<file path="src/rtl/mesh_term_src_fifo_pkg.sv">
// Shared mesh constants and the packet type used by terminal buffers.
package mesh_pkg;

   localparam int PCKG_SZ    = 40;
   localparam int FIFO_DEPTH = 4;
   localparam int ROWS       = 4;
   localparam int COLUMS     = 4;
   localparam int NUM_TERM   = ROWS*2 + COLUMS*2;

   typedef logic [PCKG_SZ-1:0] pkt_t;

endpackage

</file>
<file path="src/rtl/mesh_term_src_fifo_mem.sv">
// Register-array packet storage: one synchronous write port, one asynchronous read port.
module mesh_fifo_mem #(
   parameter int width = 40,
   parameter int depth = 4
)(
   input  logic                     clk,
   input  logic                     we,
   input  logic [$clog2(depth)-1:0] waddr,
   input  logic [width-1:0]         wdata,
   input  logic [$clog2(depth)-1:0] raddr,
   output logic [width-1:0]         rdata
);

   logic [width-1:0] mem [depth];

   // Contents are deliberately left unreset; only pointers/count define validity.
   always_ff @(posedge clk) begin
      if (we) mem[waddr] <= wdata;
   end

   assign rdata = mem[raddr];

endmodule

</file>
<file path="src/rtl/mesh_term_src_fifo.sv">
// Terminal-side first-word-fall-through source buffer feeding one router port,
// with overflow drop counting and sticky underflow reporting.
module mesh_term_src_fifo
   import mesh_pkg::*;
#(
   parameter int pckg_sz    = PCKG_SZ,
   parameter int fifo_depth = FIFO_DEPTH,
   parameter int CNT_W      = 16
)(
   input  logic                              clk,
   input  logic                              reset,
   input  logic                              wr_en,
   input  logic [pckg_sz-1:0]                wr_data,
   output logic                              full,
   output logic                              almost_full,
   output logic [$clog2(fifo_depth+1)-1:0]   count,
   output logic                              pndng_i_in,
   output logic [pckg_sz-1:0]                data_out_i_in,
   input  logic                              popin,
   output logic [CNT_W-1:0]                  ovf_cnt,
   output logic                              underflow_err,
   input  logic                              clr_err
);

   localparam int CW = $clog2(fifo_depth+1);
   localparam int PW = $clog2(fifo_depth);

   logic [PW-1:0]      rd_ptr;
   logic [PW-1:0]      wr_ptr;
   logic [pckg_sz-1:0] rd_data;
   logic               do_pop;
   logic               do_push;
   logic               drop;
   logic               bad_pop;

   function automatic logic [PW-1:0] ptr_inc(input logic [PW-1:0] p);
      return (p == PW'(fifo_depth-1)) ? '0 : p + PW'(1);
   endfunction

   // A pop on a full buffer frees the slot, so a same-cycle push is accepted.
   always_comb begin
      do_pop  = popin && (count != '0);
      bad_pop = popin && (count == '0);
      do_push = wr_en && (!full || do_pop);
      drop    = wr_en && !do_push;
   end

   always_ff @(posedge clk or negedge reset) begin
      if (!reset) begin
         rd_ptr <= '0;
         wr_ptr <= '0;
         count  <= '0;
      end else begin
         if (do_pop)  rd_ptr <= ptr_inc(rd_ptr);
         if (do_push) wr_ptr <= ptr_inc(wr_ptr);
         case ({do_push, do_pop})
            2'b10:   count <= count + CW'(1);
            2'b01:   count <= count - CW'(1);
            default: count <= count;
         endcase
      end
   end

   // Clear wins over a same-cycle drop or illegal pop.
   always_ff @(posedge clk or negedge reset) begin
      if (!reset) begin
         ovf_cnt       <= '0;
         underflow_err <= 1'b0;
      end else if (clr_err) begin
         ovf_cnt       <= '0;
         underflow_err <= 1'b0;
      end else begin
         if (drop && (ovf_cnt != '1)) ovf_cnt <= ovf_cnt + CNT_W'(1);
         if (bad_pop)                 underflow_err <= 1'b1;
      end
   end

   mesh_fifo_mem #(
      .width (pckg_sz),
      .depth (fifo_depth)
   ) u_mem (
      .clk   (clk),
      .we    (do_push),
      .waddr (wr_ptr),
      .wdata (wr_data),
      .raddr (rd_ptr),
      .rdata (rd_data)
   );

   assign full          = (count == CW'(fifo_depth));
   assign almost_full   = (count >= CW'(fifo_depth-1));
   assign pndng_i_in    = (count != '0);
   assign data_out_i_in = pndng_i_in ? rd_data : '0;

endmodule

</file>
<file path="config.mk">
export PLATFORM = sky130hd
export DESIGN_NAME = mesh_term_src_fifo
export DESIGN_NICKNAME = d
export VERILOG_FILES = /design/src/rtl/mesh_term_src_fifo_pkg.sv /design/src/rtl/mesh_term_src_fifo_mem.sv /design/src/rtl/mesh_term_src_fifo.sv
export SDC_FILE = /design/constraint.sdc
export NUM_CORES = 1
export LEC_CHECK = 0
export ABC_AREA = 1
export CORE_AREA = 2 2 163 165
export DETAILED_ROUTE_END_ITERATION = 10
export DIE_AREA = 0 0 165 167
export GPL_ROUTABILITY_DRIVEN = 1
export PLACE_DENSITY = 0.53
export SYNTH_ARGS = -nofsm -noshare
export SYNTH_HDL_FRONTEND = slang
export SYNTH_SLANG_ARGS = --single-unit
</file>
<file path="constraint.sdc">
create_clock -name clk -period 2.6 [get_ports clk]
set_input_delay 0.39 -clock clk [delete_from_list [all_inputs] [get_ports clk]]
set_output_delay 0.39 -clock clk [all_outputs]
set_load 0.05 [all_outputs]
</file>
==> impl_summary.md <==
Global route
The first global-routing pass estimated approximately 28000 um of wire. The initial antenna violation count is 0. Across every metal layer, demand over resource in global routing totals 0.1352. The maximum number of pins on one net before global-route repair is 83. The overflow left after global routing is 0. The via count of the first global-routing pass is 5113.

CTS
Gates resized during post-CTS repair numbered 0. The number of clock sinks seen by CTS is about 180. The CTS buffer count is 17. The clock root buffer is clkbuf_16.

For this design, the CTS-stage hold fixing added 0 buffers. TritonCTS built the clock tree. The number of buffers between clock root and the deepest sink is 2. The clock insertion delay at the later pin of the skew report is between 0.4 and 0.5 ns. The level count of the clock H-tree is 4. The clock-pin slew reported for the worst setup and hold paths after clock tree synthesis is 0.07 ns.

The post-CTS setup repair buffer count is 0.

Worst setup path
The worst reg2reg path startpoint is count[0]$_DFFE_PN0P_. In this run the register-to-register setup slack is about 0.76 ns. The worst setup path is captured at an output port. The worst setup path is launched from a flop. For the worst setup path, the data required time is 2.21 ns.

The capture point of the critical path is almost_full. The arrival time at the worst endpoint is 2.04 ns. In this run the critical register-to-register path is captured at count[2]$_DFFE_PN0P_.

The critical path in this run is classified as flop to output port. The number of cells on the worst reg-to-reg path is 10. In this run the worst path has a maximum fanout of 5.

The launching element of the worst setup path is count[0]$_DFFE_PN0P_.

Synth
The most used flip-flop cell after synthesis is edfxtp_1. The cell type contributing the most total cell area after synthesis is edfxtp_1. The post-synthesis sequential element count is approximately 180. The instance count of the mapped netlist is between 600 and 700. The sequential element share of the synthesized area is 0.7048.

The number of synthesized flops with an enable pin is 160. The share of the synthesized area in the top cell type is 0.6265. The synthesized netlist occupies a cell area of ~7700 sq um. Among all cell types in the netlist, the one instantiated most often is nor2_1. Yosys printed 0 warnings. Yosys attributes the largest share of cell area to edfxtp_1 (63%), nor2_1 (9.4%), dfrtp_1 (7.8%). The post-synth net total is 740. A synthesized cell averages about 11 sq um.

The number of library cell types mapped by synthesis is 27. Of all flip-flops after synthesis, the portion carrying an async set or reset was 0.1304. Sorting the synthesized cells by how often they occur yields nor2_1 (192), edfxtp_1 (160), o21ai_0 (89), nand2_1 (73), a21oi_1 (41).

Pwr
The power share of the combinational group is 0.539. The fraction of power spent switching nets is 0.4145. In this run the static leakage power is between 0.003 and 0.004 uW.

The internal portion of total power is ~8300 uW. Of the total power, the clock network draws 0.184. The net switching component of the power is 5904 uW. The share of total power dissipated in sequential elements is 0.277.

For this design the ratio of total power to cell area is ~1400 nW/um^2. The worst-case vdd ir drop is 1135 uV.

Detailed routing
The post-detailed-route count of antenna-violating nets is 0. After the first detailed-routing iteration, the DRC count stood at about 360. For this block, the routed nets add up to between 15000 and 20000 um of wire. The routed wire length per instance is around 15 um.

In the routed layout, each cell is associated on average with a via count of 4.503. The overall via count from detail_route is 5169. For this run, design rule violations remaining after detail routing come to 0. The detailed-router iteration count before antenna repair is 4.

STA
The final-report max-slew violation count is 0. Setup violations remaining at the end of the flow were counted as 0. Setup repair after global routing left no endpoint under its margin. Across the routed clock network, the largest skew measured is about 0.011 ns. At the pin with the least slew margin, the transition time is roughly 0.55 ns. In this run the tightest slew margin relative to its limit is 0.6326. The shortest clock period the worst path allows after layout is between 2 and 2.5 ns. The final hold violation count is 0. Derived from the worst setup path, the maximum achievable clock frequency is ~0.4 GHz. In the finished design, the share of the clock period the worst path needs comes to 0.9336.

Die
The overall die height is 167 um. The total number of placement rows is between 50 and 60. The horizontal die dimension is roughly 170 um. The floorplan die area is 27560 sq um. The area of the core region is approximately 26000 sq um.

The I/O pin count is between 100 and 150. For this configuration, the core starts out at a cell density of 0.2977.

Cells and area
The total number of nets in the final design is ~850. The number of filler cells placed in the layout is 2409. The area growth from synthesis to layout is 36.48%.

The final cell utilization of the core is 0.4062. The post-layout instance count excluding filler cells is approximately 1100. 0 antenna diodes ended up in the layout. Of the cells placed in the final design, the portion with a size suffix greater than 1 is 0.1784.

Run status
The run finished with clean final reports.

Run
Max-cap violations in this run came to 0.

Placed design
The final weighted congestion in routability-driven placement is between 0.7 and 0.8. The number of buffer cells added on primary ports is around 110. Including well taps, the total number of placed cells is roughly 1100. The HPWL after detailed placement is ~11000 um.

Hold path
The worst hold path belongs to the class input port to asynchronous set/reset pin.
==> worst min-delay path by stage <==
stage	from	end	slack [ns]	cells after the start
after global routing	reset	ovf_cnt[3]$_DFFE_PN0P_	0.35	2
after CTS	reset	ovf_cnt[2]$_DFFE_PN0P_	0.33	2
after detailed placement	underflow_err$_DFFE_PN0P_	underflow_err$_DFFE_PN0P_	0.49	1
after global placement	underflow_err$_DFFE_PN0P_	underflow_err$_DFFE_PN0P_	0.48	1
final	reset	ovf_cnt[3]$_DFFE_PN0P_	0.33	2
after floorplan	reset	count[0]$_DFFE_PN0P_	0.09	0
==> flip-flops by register name, summed over array words and instances, names as in the netlist <==
register       cells
count              3
underflow_err      1
u_mem.mem        160
wr_ptr             2
ovf_cnt           16
rd_ptr             2
==> power groups by stage <==
stage | registers, uW | clock network [uW] | logic [uW]
after global routing | 3990 | 2800 | 8190
final | 3950 | 2610 | 7680
after global placement | 4030 | 0 | 7720
after CTS | 3980 | 2670 | 7770
after floorplan | 4090 | 0 | 4160
after detailed placement | 4040 | 0 | 7740
==> logic make-up after synthesis <==
| logic type | after synthesis | synth area share |
|---|---|---|
| buffers and inverters | 63 | 0.03328 |
| DFF | 184 | 0.7048 |
| AOI/OAI and AO/OA | 134 | 0.08843 |
| adders and majority gates | 7 | 0.01240 |
| and+or+nand+nor | 295 | 0.1553 |
| xor gates and xnor gates | 5 | 0.005710 |
==> per-stage QoR <==
step	cell area, sq um	hold slack (ns)	worst slack [ns]	power [uW]	setup TNS [ns]
4_1_cts	10440	0.3288	0.05134	14420	0
6_report	10470	0.3269	0.1727	14240	0
5_1_grt	10470	0.3519	0.05520	14980	0
3_5_place_dp	9849	0.4861	0.4317	11780	0
3_3_place_gp	9849	0.4802	0.4553	11750	0
2_1_floorplan	7849	0.09441	-0.5796	8257	-93.80
==> final cells by class <==
cell class                 count  area (sq um)  area share
sequential                   184          5408      0.5167
tap                          335         419.2     0.04005
clock buffer                  19         432.9     0.04136
timing repair buffer         126          1714      0.1638
multi-input combinational    441          2218      0.2120
inverter                      30         112.6     0.01076
clock inverter                13         161.4     0.01542
==> per-layer routing <==
layer	share of wire	GRT usage	vias up
met5	0	0	-
met4	0.0097	0.03403	0
met3	0.036	0.03313	12
met2	0.48	0.2172	98
met1	0.47	0.1833	2474
li1	-	-	2585
==> worst max-delay path, stage by stage, from the launching register on <==
cell and delay (ns):
dfrtp_1 0.47, inv_1 0.11, o21ai_0 0.20, clkdlybuf4s50_1 0.84
==> layout by cell type (no fill, tap or decap), drive strengths merged, types with 5 or more instances in the layout <==
cell	synthesis	routed
a21oi	41	41
buf	12	59
clkbuf	21	19
clkdlybuf4s50	0	67
dfrtp	24	24
edfxtp	160	160
ha	6	6
inv	30	35
nand2	74	74
nand3	10	10
nand4	11	11
nor2	196	196
o21ai	90	90
xor2	5	5
Note: power is estimated with default switching activity, not from simulation.
